<file path="config.mk">
export PLATFORM = sky130hd
export DESIGN_NAME = store_commit_sequencer
export DESIGN_NICKNAME = d
export VERILOG_FILES = /design/src/rtl/store_commit_sequencer.sv
export SDC_FILE = /design/constraint.sdc
export NUM_CORES = 1
export LEC_CHECK = 0
export CAP_MARGIN = 20
export CORE_UTILIZATION = 53
export CTS_CLUSTER_DIAMETER = 40
export DETAILED_ROUTE_END_ITERATION = 7
export PLACE_DENSITY = 0.8
export SKIP_CTS_REPAIR_TIMING = 1
export SYNTH_ARGS = -nofsm -noshare
export SYNTH_HDL_FRONTEND = slang
export SYNTH_SLANG_ARGS = --single-unit
</file>
<file path="constraint.sdc">
create_clock -name clk -period 1.8 [get_ports clk]
set_input_delay 0.36 -clock clk [delete_from_list [all_inputs] [get_ports clk]]
set_output_delay 0.36 -clock clk [all_outputs]
set_load 0.005 [all_outputs]
</file>
<file path="src/rtl/store_commit_sequencer.sv">
// Store commit sequencer: takes the oldest committed store, writes it to memory,
// strobes the order-failure detector and requests a flush from the oldest failing load.
module store_commit_sequencer #(
    parameter int LDQ_SIZE   = 32,
    parameter int STQ_SIZE   = 32,
    parameter int CNT_WIDTH  = 16,
    localparam int LDQ_W     = $clog2(LDQ_SIZE),
    localparam int STQ_W     = $clog2(STQ_SIZE)
) (
    input  logic                 clk,
    input  logic                 reset,
    input  logic                 commit_valid,
    output logic                 commit_ready,
    input  logic [STQ_W-1:0]     stq_head,
    output logic                 mem_req_valid,
    output logic [STQ_W-1:0]     mem_req_index,
    input  logic                 mem_req_ready,
    output logic                 store_fired,
    output logic [STQ_W-1:0]     store_fired_index,
    output logic                 stq_pop,
    input  logic [LDQ_SIZE-1:0]  order_failures,
    input  logic [LDQ_W-1:0]     ldq_head,
    output logic                 flush_valid,
    output logic [LDQ_W-1:0]     flush_ldq_index,
    input  logic                 flush_ready,
    output logic [CNT_WIDTH-1:0] failure_count,
    output logic [1:0]           debug_state
);

    // Handshakes: a transfer happens on a rising edge where valid and ready are both 1;
    // the valid side holds its payload stable until that edge.
    typedef enum logic [1:0] {IDLE, WRITE, FIRE, FLUSH} state_t;

    state_t            state_q, state_d;
    logic [STQ_W-1:0]  idx_q;
    logic [LDQ_W-1:0]  flush_idx_q;
    logic [LDQ_W-1:0]  sel_idx;
    logic [LDQ_W-1:0]  cand;

    // Walk from the youngest age down so the oldest set bit is written last and wins.
    always_comb begin
        sel_idx = ldq_head;
        cand    = ldq_head;
        for (int k = LDQ_SIZE - 1; k >= 0; k--) begin
            cand = ldq_head + LDQ_W'(k);
            if (order_failures[cand]) sel_idx = cand;
        end
    end

    always_comb begin
        state_d       = state_q;
        commit_ready  = 1'b0;
        mem_req_valid = 1'b0;
        store_fired   = 1'b0;
        stq_pop       = 1'b0;
        flush_valid   = 1'b0;
        case (state_q)
            IDLE: begin
                commit_ready = 1'b1;
                if (commit_valid) state_d = WRITE;
            end
            WRITE: begin
                mem_req_valid = 1'b1;
                if (mem_req_ready) state_d = FIRE;
            end
            FIRE: begin
                store_fired = 1'b1;
                stq_pop     = 1'b1;
                state_d     = (|order_failures) ? FLUSH : IDLE;
            end
            FLUSH: begin
                flush_valid = 1'b1;
                if (flush_ready) state_d = IDLE;
            end
            default: state_d = IDLE;
        endcase
    end

    always_ff @(posedge clk or posedge reset) begin
        if (reset) begin
            state_q       <= IDLE;
            idx_q         <= '0;
            flush_idx_q   <= '0;
            failure_count <= '0;
        end else begin
            state_q <= state_d;
            if (state_q == IDLE && commit_valid) idx_q <= stq_head;
            if (state_q == FIRE && |order_failures) flush_idx_q <= sel_idx;
            if (flush_valid && flush_ready && failure_count != '1)
                failure_count <= failure_count + 1'b1;
        end
    end

    assign mem_req_index     = idx_q;
    assign store_fired_index = idx_q;
    assign flush_ldq_index   = flush_idx_q;
    assign debug_state       = state_q;

endmodule

</file>
==> flow_summary.json, run 1 <==
{
  "die-height_um": 117,
  "portBuffers": 84,
  "worstEndpointGrtRepair": "flush_ldq_index[3]$_DFFE_PP0P_/D",
  "stop_stage": "global routing",
  "synth_edf_count": 0,
  "initial_utilization": 0.550,
  "synth_mux_area_frac": 0.400,
  "ios": 85,
  "synth_top_area_frac": 0.287,
  "synth_nets": 815,
  "fp.dieW_um": 117,
  "ys_seq_area_frac": 0.100,
  "rows": 41,
  "synth-compound-area-share": 0.191,
  "grt_usage": 0.751,
  "place_congestion": 1.09,
  "synth_ff_type": "dfrtp_1",
  "ys_types": 78,
  "hpwl_mm": 26.7,
  "tool.error": "[ERROR GRT-0232] Routing congestion too high. Check the congestion heatmap in the GUI.",
  "synth_area_leaders": "mux4_2, dfrtp_1, mux2i_1, mux2_2, nand2_1",
  "worst_path_end_type": "register input",
  "cts_max_path_buffers": 2,
  "cts_buffers": 3,
  "ys_async_sr_fraction": 1.00,
  "synth_area_per_cell_sq_um": 9.28,
  "ys_warn_count": 0,
  "grt_max_degree": 39,
  "yosys.area.top_type": "mux4_2",
  "cts_root_buffer": "clkbuf_16",
  "cts.sinks": 28,
  "synth_fa_ha_area_frac": 0.0250,
  "ys_ff_latch": 28,
  "synth_top_family_by_area": "multiplexers",
  "synth_xor_area_frac": 0.0676,
  "grt_overflow_total": 58,
  "outcome": "aborted with a tool error",
  "htree_levels": 1,
  "syn_inst": 754,
  "yosys.area_share.simple": 0.165,
  "synthesis.area_sq_mm": 0.00699
}
[metrics by stage]
| stage | setup WS (ns) | setup TNS [ns] | std cells | instance area, sq um | util |
|---|---|---|---|---|---|
| 2_1_floorplan | -1.88 | -9.17 | 754 | 7210 | - |
| 4_1_cts | -2.42 | -13.16 | 1270 | 10400 | 0.815 |
| 3_3_place_gp | -2.62 | -13.56 | 1266 | 10300 | 0.807 |
| 3_5_place_dp | -2.69 | -14.50 | 1266 | 10300 | 0.807 |
[metal layers]
metal  GRT overflow  track usage
met5              0        0.296
met2             25        0.908
met1              1        0.749
met4             29        0.741
met3              3        0.617
[cell families after synthesis]
logic type / after synthesis
AND/OR/NAND/NOR: 231
AO/OA/AOI/OAI: 192
multiplexers: 163
buffers and inverters: 78
XOR/XNOR: 48
flip-flops: 28
adder cells (fa/ha/maj): 14
[synthesized netlist by cell type, types with 9 or more instances]
| master | count |
|---|---|
| clkbuf_1 | 20 |
| nand2_1 | 72 |
| mux2i_1 | 45 |
| o21ai_0 | 31 |
| nand3_1 | 19 |
| nor2_1 | 42 |
| mux4_2 | 89 |
| nor2b_1 | 10 |
| nor3_1 | 15 |
| mux2_2 | 27 |
| and2_1 | 9 |
| or3_1 | 9 |
| inv_1 | 26 |
| nor4_1 | 9 |
| xnor2_1 | 24 |
| o22ai_1 | 12 |
| nand4_1 | 13 |
| a221oi_1 | 10 |
| xor2_1 | 17 |
| ha_1 | 14 |
| dfrtp_1 | 28 |
| a21oi_1 | 35 |
| buf_2 | 14 |
==> run 2: changes to the inputs <==
- CORE_UTILIZATION: 53 -> 40
- CTS_CLUSTER_DIAMETER: 40 -> unset
- PLACE_DENSITY: 0.8 -> unset
- PLACE_DENSITY_LB_ADDON: unset -> 0.15
- clock period: 1.8 -> 2.3 ns (I/O delays scaled with it)
==> run 2 against run 1 <==
Net effect: the flow now finishes, with violations (negative setup slack); area after synthesis is the same; synthesized cell count is the same.
==> flow_summary.json, run 2 <==
{
  "synthesis.area_sq_mm": 0.00699,
  "worstHoldStart": "failure_count[7]",
  "cts_buffers": 3,
  "fp.dieW_um": 134,
  "clock_skew_ns": 0.00965,
  "synth_nets": 815,
  "clk-insertion-delay-late_ns": 0.28,
  "ios": 85,
  "reg2reg_depth": 9,
  "ys_types": 78,
  "worstHoldEndpoint": "failure_count[7]",
  "htree_levels": 1,
  "drc": 0,
  "die_area_sq_mm": 0.0180,
  "crit_path_end_kind": "flip-flop",
  "fin_crit_ns": 3.57,
  "grt_pass1_vias": 8406,
  "violations": "negative setup slack",
  "hold_violations": 0,
  "core_sq_mm": 0.0168,
  "grt_overflow_total": 0,
  "r2r_slack_ns": 0.19,
  "hpwl_mm": 27.0,
  "ys_ff_latch": 28,
  "routed_wl_mm": 33.5,
  "fin_ws_ns": -1.27,
  "initial_utilization": 0.416,
  "largest_reg_flops": 16,
  "area_growth_pct": 57.9,
  "antenna_left": 0,
  "path_max_fanout": 8,
  "drive_gt1_frac": 0.464,
  "n_fill_cell": 1416,
  "rsz0062_at_grt": "yes",
  "nets": 1185,
  "finalMaxSlewViolations": 0,
  "top_register": "failure_count",
  "cts.sinks": 28,
  "syn_inst": 754,
  "tns_ns": -6.04,
  "grt_max_degree": 45,
  "worstMarginPinSlew_ns": 0.593,
  "synth_area_per_cell_sq_um": 9.28,
  "cts_tree": "built",
  "leakagePower_nw": 4.89,
  "synth_ff_type": "dfrtp_1",
  "diodes": 0,
  "vias": 8596,
  "ys_seq_area_frac": 0.100,
  "synth_edf_count": 0,
  "finalSetupViolCount": 5,
  "final_cell_mix": "buf_4, mux4_2, nand2_1",
  "pwr-share-comb": 0.799,
  "grt_usage": 0.366,
  "final_core_util": 0.657,
  "cts_root_buffer": "clkbuf_16",
  "r2r_end": "flush_ldq_index[2]",
  "path_clk_slew_ns": 0.08,
  "maxCapViolations": 0,
  "worstSetupPathType": "primary input to flip-flop",
  "period_share": 1.55,
  "outcome": "finished, violations left",
  "synth_top_area_frac": 0.287,
  "grt_antenna_before_repair": 0,
  "cts_max_path_buffers": 2,
  "grt_pass1_wl_mm": 49.8,
  "yosys.cell_count.top_type": "mux4_2",
  "r2r-start": "debug_state[1]",
  "p_seq_frac": 0.118,
  "critPathLaunchType": "primary input",
  "wire_per_inst_um": 24.9,
  "synthTopCellsByCount": "mux4_2, nand2_1, mux2i_1",
  "hold_ws_ns": 0.496,
  "ys_warn_count": 0,
  "sw_frac_of_total": 0.433,
  "max_slew_margin": 0.602,
  "hold_path_class": "flip-flop to flip-flop",
  "ys_async_sr_fraction": 1.00,
  "max_freq_mhz": 280,
  "final_common_cell": "buf_4",
  "crit_arrival_ns": 3.78,
  "post_drt_via_cell_ratio": 6.40,
  "hold_depth": 1,
  "power_density_mw_per_mm2": 591,
  "worst_ep_required_time_ns": 2.51,
  "internal_power_mw": 3.70,
  "portBuffers": 84,
  "ir_worst_vdd_v": 0.000453,
  "rows": 47,
  "clock_power_share": 0.083,
  "drt_iter0_drc": 869,
  "die-height_um": 134,
  "place_congestion": 0.997,
  "yosys.area.top_type": "mux4_2",
  "synth_area_leaders": "mux4_2, dfrtp_1, mux2i_1, mux2_2, nand2_1",
  "first_pass_iters": 5,
  "switching_power_mw": 2.83
}
==> run 2: cell counts after synthesis <==
Identical to the previous run, type by type.
==> run 2: cell families (layout without fill, tap and decap cells) <==
family          after synthesis  after routing  share of synthesized area
mux                         163            163                      0.400
fa+ha+maj                    14             14                     0.0250
buf+inv                      78            447                     0.0513
simple gates                231            231                      0.165
flops                        28             28                      0.100
xor+xnor                     48             48                     0.0676
compound gates              192            192                      0.191
==> run 2: worst max path at each step <==
stage	start	to	slack, ns	cells past startpoint
floorplan	ldq_head[1]	flush_ldq_index[1]	-1.48	15
global placement	ldq_head[1]	flush_ldq_index[4]	-2.08	13
detailed placement	ldq_head[1]	flush_ldq_index[4]	-2.14	13
CTS	ldq_head[1]	flush_ldq_index[4]	-1.85	13
global route	ldq_head[1]	flush_ldq_index[1]	-1.35	13
finish	ldq_head[1]	flush_ldq_index[1]	-1.27	13
==> run 2: power by group through the flow <==
stage               Clock, mW  Sequential (mW)  Combinational (mW)
finish                  0.542            0.771                5.22
global route            0.571            0.787                5.51
CTS                     0.553            0.769                4.80
detailed placement          0            0.778                4.78
global placement            0            0.763                4.72
floorplan                   0            0.761                2.39
==> run 2: per-layer routing <==
layer	share of wire	vias to the layer above	wire (um)	track usage
met2	0.46	560	15500	0.587
li1	-	3747	-	-
met3	0.087	125	2930	0.0491
met4	0.056	0	1880	0.169
met5	0	-	0	0
met1	0.39	4164	13100	0.491
==> run 2: stage by stage <==
step	instances	instance area [sq um]	setup WS [ns]	power, mW
floorplan	754	7160	-1.48	3.15
global placement	1312	10200	-2.08	5.48
detailed placement	1312	10200	-2.14	5.56
CTS	1316	10300	-1.85	6.12
global route	1343	11000	-1.35	6.87
finish	1343	11000	-1.27	6.53
==> run 2: cell type report <==
type	instances	area [sq um]	share of cell area
clock buffers	3	75.1	0.00680
well taps	220	275	0.0249
flip-flops and latches	28	701	0.0634
repair buffers	412	3530	0.320
clock inverters	1	30.0	0.00272
inverters	31	134	0.0121
multi-input cells	648	6290	0.570
==> run 2: worst max-delay path: stages <==
cell	delay (ns)
buf_8	0.09
inv_8	0.04
ha_4	0.32
buf_12	0.12
mux4_2	0.59
mux4_2	0.55
mux2_4	0.31
mux2_4	0.31
o21a_4	0.23
a311oi_2	0.27
a31oi_2	0.15
o21a_1	0.20
o21ai_2	0.13
(Power assumes the default switching activity.)
==> run 3: changes to the inputs <==
- clock period: 2.3 -> 3.65 ns (I/O delays scaled with it)
==> run 3 against run 2 <==
Net effect: the run still ends with negative setup slack left; utilization shrank 0.45 points; first-iteration DRC count shrank 2.1%; sequential share of layout area is essentially flat; power shrank 37%; wire length grew 2.3%; clock-buffer cell count is the same; critical path depth grew 1; critical path type unchanged; largest power group unchanged.
==> flow_summary.json, run 3 (synthesis results as in run 2) <==
{
  "outcome": "finished, violations left",
  "violations": "negative setup slack",
  "clock_power_share": 0.083,
  "die-height_um": 134,
  "startpoint": "ldq_head[1]",
  "ios": 85,
  "ir_worst_vdd_v": 0.000283,
  "htree_levels": 1,
  "critPathLaunchType": "primary input",
  "cts_buffers": 3,
  "wl_met3_mm": 2.85,
  "drive_gt1_frac": 0.462,
  "nets": 1180,
  "fin_ws_ns": -0.186,
  "path_clk_slew_ns": 0.08,
  "hold_path_class": "flip-flop to flip-flop",
  "cts_root_buffer": "clkbuf_16",
  "max_slew_margin": 0.608,
  "cts.sinks": 28,
  "reg2reg_depth": 9,
  "rsz0062_at_grt": "yes",
  "first_pass_iters": 5,
  "place_congestion": 1.01,
  "n_fill_cell": 1463,
  "antenna_left": 0,
  "grt_overflow_total": 0,
  "hpwl_mm": 27.8,
  "cts_tree": "built",
  "die_area_sq_mm": 0.0180,
  "grt_antenna_before_repair": 0,
  "worstSetupPathType": "primary input to flip-flop",
  "wire_per_inst_um": 25.6,
  "cts_max_path_buffers": 2,
  "dp.cells": 1316,
  "switching_power_mw": 1.81,
  "core_sq_mm": 0.0168,
  "design_area_sq_mm": 0.0110,
  "power_density_mw_per_mm2": 375,
  "r2r-start": "failure_count[5]",
  "rows": 47,
  "drt_iter0_drc": 851,
  "r2r_end": "failure_count[15]",
  "final_core_util": 0.652,
  "wl_met2_mm": 16.0,
  "finalMaxSlewViolations": 0,
  "stdcell_count": 1338,
  "path_max_fanout": 8,
  "r2r_slack_ns": 1.40,
  "grt_max_degree": 38,
  "clk-insertion-delay-late_ns": 0.28,
  "finalSetupViolCount": 5,
  "top_layer_used": "met4",
  "crit_path_end_kind": "flip-flop",
  "grt_usage": 0.376,
  "sw_frac_of_total": 0.440,
  "vias": 8555,
  "grt_pass1_vias": 8462,
  "worstMarginPinSlew_ns": 0.584,
  "area_growth_pct": 56.8,
  "pwr-share-comb": 0.798,
  "maxCapViolations": 0,
  "crit_arrival_ns": 4.04,
  "crit_end": "flush_ldq_index[1]",
  "largest_reg_flops": 16,
  "hold_violations": 0,
  "fp.dieW_um": 134,
  "internal_power_mw": 2.30,
  "period_share": 1.05,
  "diodes": 0,
  "p_seq_frac": 0.119,
  "fin_crit_ns": 3.84,
  "top_register": "failure_count",
  "portBuffers": 84,
  "worst_ep_required_time_ns": 3.86,
  "post_drt_via_cell_ratio": 6.39,
  "final_common_cell": "buf_4",
  "drc": 0,
  "routed_wl_mm": 34.2,
  "tns_ns": -0.706,
  "initial_utilization": 0.416,
  "leakagePower_nw": 4.81,
  "met1Wirelength_mm": 13.5,
  "final_cell_mix": "buf_4, mux4_2, nand2_1",
  "clock_skew_ns": 0.00945,
  "max_freq_mhz": 261,
  "power_mw": 4.11,
  "grt_pass1_wl_mm": 50.8,
  "place_area_sq_mm": 0.0103
}
run 3: cell count changes in the layout (fill, tap and decap cells not counted), sizes merged:
cell / before / now
clkbuf: 7 / 4
buf: 328 / 326
clkdlybuf4s50: 47 / 49
dlymetal6s2s: 33 / 31
run 3: through the flow:
step / hold slack [ns] / setup WS, ns
6_report: 0.499 / -0.186
5_1_grt: 0.530 / -0.293
4_1_cts: 0.491 / -0.799
3_5_place_dp: 0.475 / -1.09
2_1_floorplan: 0.467 / -0.403
3_3_place_gp: 0.481 / -0.987
run 3: cell type report:
cell class                 count  area [sq um]  share of cell area
multi-input combinational    648          6310               0.575
timing repair buffer         407          3450               0.315
sequential                    28           701              0.0639
tap                          220           275              0.0251
inverter                      31           126              0.0115
clock buffer                   3          75.1             0.00684
clock inverter                 1          30.0             0.00274
run 3: how the worst min path moves through the flow:
stage | from | slack (ns) | to | cells past startpoint
detailed placement | flush_ldq_index[4] | 0.47 | flush_ldq_index[4] | 2
finish | failure_count[7] | 0.50 | failure_count[7] | 1
global placement | failure_count[9] | 0.48 | failure_count[9] | 1
floorplan | flush_ldq_index[4] | 0.47 | flush_ldq_index[4] | 2
CTS | flush_ldq_index[4] | 0.49 | flush_ldq_index[4] | 2
global route | failure_count[7] | 0.53 | failure_count[7] | 1
run 3: power groups by stage:
stage	sequential, mW	clock (mW)	combinational, mW
after global routing	0.501	0.362	3.44
after floorplan	0.479	0	1.51
after CTS	0.487	0.345	3.03
after global placement	0.484	0	2.97
after detailed placement	0.493	0	3.01
final	0.490	0.341	3.28
run 3: critical path: stages:
cell	delay [ns]
buf_6	0.07
buf_6	0.11
inv_8	0.04
ha_4	0.27
buf_6	0.13
mux4_2	0.59
mux4_2	0.51
mux2_4	0.33
mux2_4	0.30
o21a_1	0.20
a311oi_2	0.31
a31oi_4	0.13
o21a_1	0.18
o21ai_1	0.12
run 3: metal layers:
layer / vias to the layer above / GRT usage
met5: - / 0
met4: 0 / 0.176
met3: 100 / 0.0646
met2: 523 / 0.610
met1: 4212 / 0.489
li1: 3720 / -
==> run 4: changes to the inputs <==
- RECOVER_POWER: unset -> 50
==> run 4 against run 3 <==
Net effect: the flow still finishes with violations (negative setup slack); via count rose by 0.61%; register-to-register slack barely moved; first-iteration DRC count rose by 9.9%; setup slack got worse by 0.012 ns; final cell count did not move; combinational power barely moved.
==> flow_summary.json, run 4 (synthesis results as in run 2) <==
{
  "clock_skew_ns": 0.00952,
  "grt_overflow_total": 0,
  "maxCapViolations": 0,
  "die_area_sq_mm": 0.0180,
  "hold_violations": 0,
  "place_congestion": 1.01,
  "die-height_um": 134,
  "top_register": "failure_count",
  "cts_buffers": 3,
  "critPathTopFamily": "multiplexers",
  "clk-insertion-delay-late_ns": 0.28,
  "hold_ws_ns": 0.499,
  "path_max_fanout": 8,
  "multi_input_area_sq_mm": 0.00631,
  "initial_utilization": 0.416,
  "ios": 85,
  "path_cells": "buf_6, buf_6, inv_8, ha_4, buf_6, mux4_2, mux4_2, mux2_4, mux2_4, o21a_1, a311oi_2, a31oi_4, o21a_1, o21ai_1",
  "critPathLaunchType": "primary input",
  "fin_crit_ns": 3.85,
  "grt_pass1_vias": 8462,
  "place_area_sq_mm": 0.0103,
  "cts.sinks": 28,
  "hpwl_mm": 27.8,
  "crit_slowest_cell": "mux4_2",
  "grt_max_degree": 38,
  "rsz0062_at_grt": "yes",
  "tns_ns": -0.741,
  "antenna_left": 0,
  "outcome": "finished, violations left",
  "hold_path_class": "flip-flop to flip-flop",
  "crit_arrival_ns": 4.06,
  "crit_buf_inv": 4,
  "wire_per_inst_um": 25.6,
  "core_sq_mm": 0.0168,
  "path_clk_slew_ns": 0.08,
  "drc": 0,
  "grt_usage": 0.376,
  "nets": 1180,
  "largest_reg_flops": 16,
  "final_common_cell": "buf_4",
  "first_pass_iters": 5,
  "leakagePower_nw": 4.81,
  "drive_gt1_frac": 0.461,
  "n_fill_cell": 1465,
  "drt_iter0_drc": 935,
  "design_area_sq_mm": 0.0110,
  "cts_max_path_buffers": 2,
  "htree_levels": 1,
  "fp.dieW_um": 134,
  "critical-path-max-stage-delay_ns": 0.59,
  "violations": "negative setup slack",
  "post_drt_via_cell_ratio": 6.43,
  "crit_path_end_kind": "flip-flop",
  "ir_worst_vdd_v": 0.000283,
  "portBuffers": 84,
  "worstMarginPinSlew_ns": 1.34,
  "cp_common_cell": "buf_6",
  "grt_antenna_before_repair": 0,
  "area_growth_pct": 56.6,
  "worstSetupPathType": "primary input to flip-flop",
  "cts_root_buffer": "clkbuf_16",
  "power_density_mw_per_mm2": 373,
  "vias": 8607,
  "max_freq_mhz": 260,
  "max_slew_margin": 0.104,
  "finalSetupViolCount": 5,
  "power_mw": 4.09,
  "rows": 47,
  "grt_pass1_wl_mm": 50.8,
  "worst_ep_required_time_ns": 3.86,
  "diodes": 0,
  "cts_tree": "built",
  "finalMaxSlewViolations": 0,
  "period_share": 1.05,
  "seq_area_sq_um": 701,
  "fin_ws_ns": -0.199,
  "routed_wl_mm": 34.3,
  "final_cell_mix": "buf_4, mux4_2, nand2_1"
}
## run 4: cell count changes in the layout (fill, tap and decap cells not counted), sizes merged
cell	previous run	this run
buf	326	325
clkbuf	4	5
dlygate4sd3	0	9
clkdlybuf4s50	49	40
## run 4: layout make-up
| class | instances | share of cell area |
|---|---|---|
| clock buffers | 3 | 0.00685 |
| clock inverters | 1 | 0.00274 |
| inverters | 31 | 0.0115 |
| multi-input cells | 648 | 0.576 |
| flip-flops and latches | 28 | 0.0640 |
| well taps | 220 | 0.0251 |
| repair buffers | 407 | 0.314 |
## run 4: final timing paths
| check | startpoint | to | slack (ns) | depth (start not counted) |
|---|---|---|---|---|
| min in group asynchronous | reset | flush_ldq_index[1] | 0.80 | 2 |
| worst min register to register | failure_count[7] | failure_count[7] | 0.50 | 1 |
| worst max-delay path | ldq_head[1] | flush_ldq_index[1] | -0.20 | 14 |
| max in group asynchronous | reset | failure_count[11] | 1.32 | 3 |
| worst min-delay path | failure_count[7] | failure_count[7] | 0.50 | 1 |
| worst max register to register | failure_count[5] | failure_count[15] | 1.40 | 9 |
## run 4: per-stage QoR
stage / util / setup WS, ns / std cells
4_1_cts: 0.618 / -0.799 / 1320
3_5_place_dp: 0.612 / -1.09 / 1316
2_1_floorplan: - / -0.403 / 754
3_3_place_gp: 0.610 / -0.987 / 1315
5_1_grt: 0.651 / -0.293 / 1338
6_report: 0.651 / -0.199 / 1338
## run 4: routing by layer
layer,vias up,global-route usage,part of all wire
met5,-,0,0
li1,3722,-,-
met4,0,0.176,0.054
met1,4263,0.489,0.40
met3,107,0.0646,0.079
met2,515,0.610,0.47
## run 4: power by group
| part | switching [mW] | internal [mW] |
|---|---|---|
| clock network | 0.122 | 0.219 |
| logic | 1.59 | 1.67 |
| registers | 0.0913 | 0.396 |
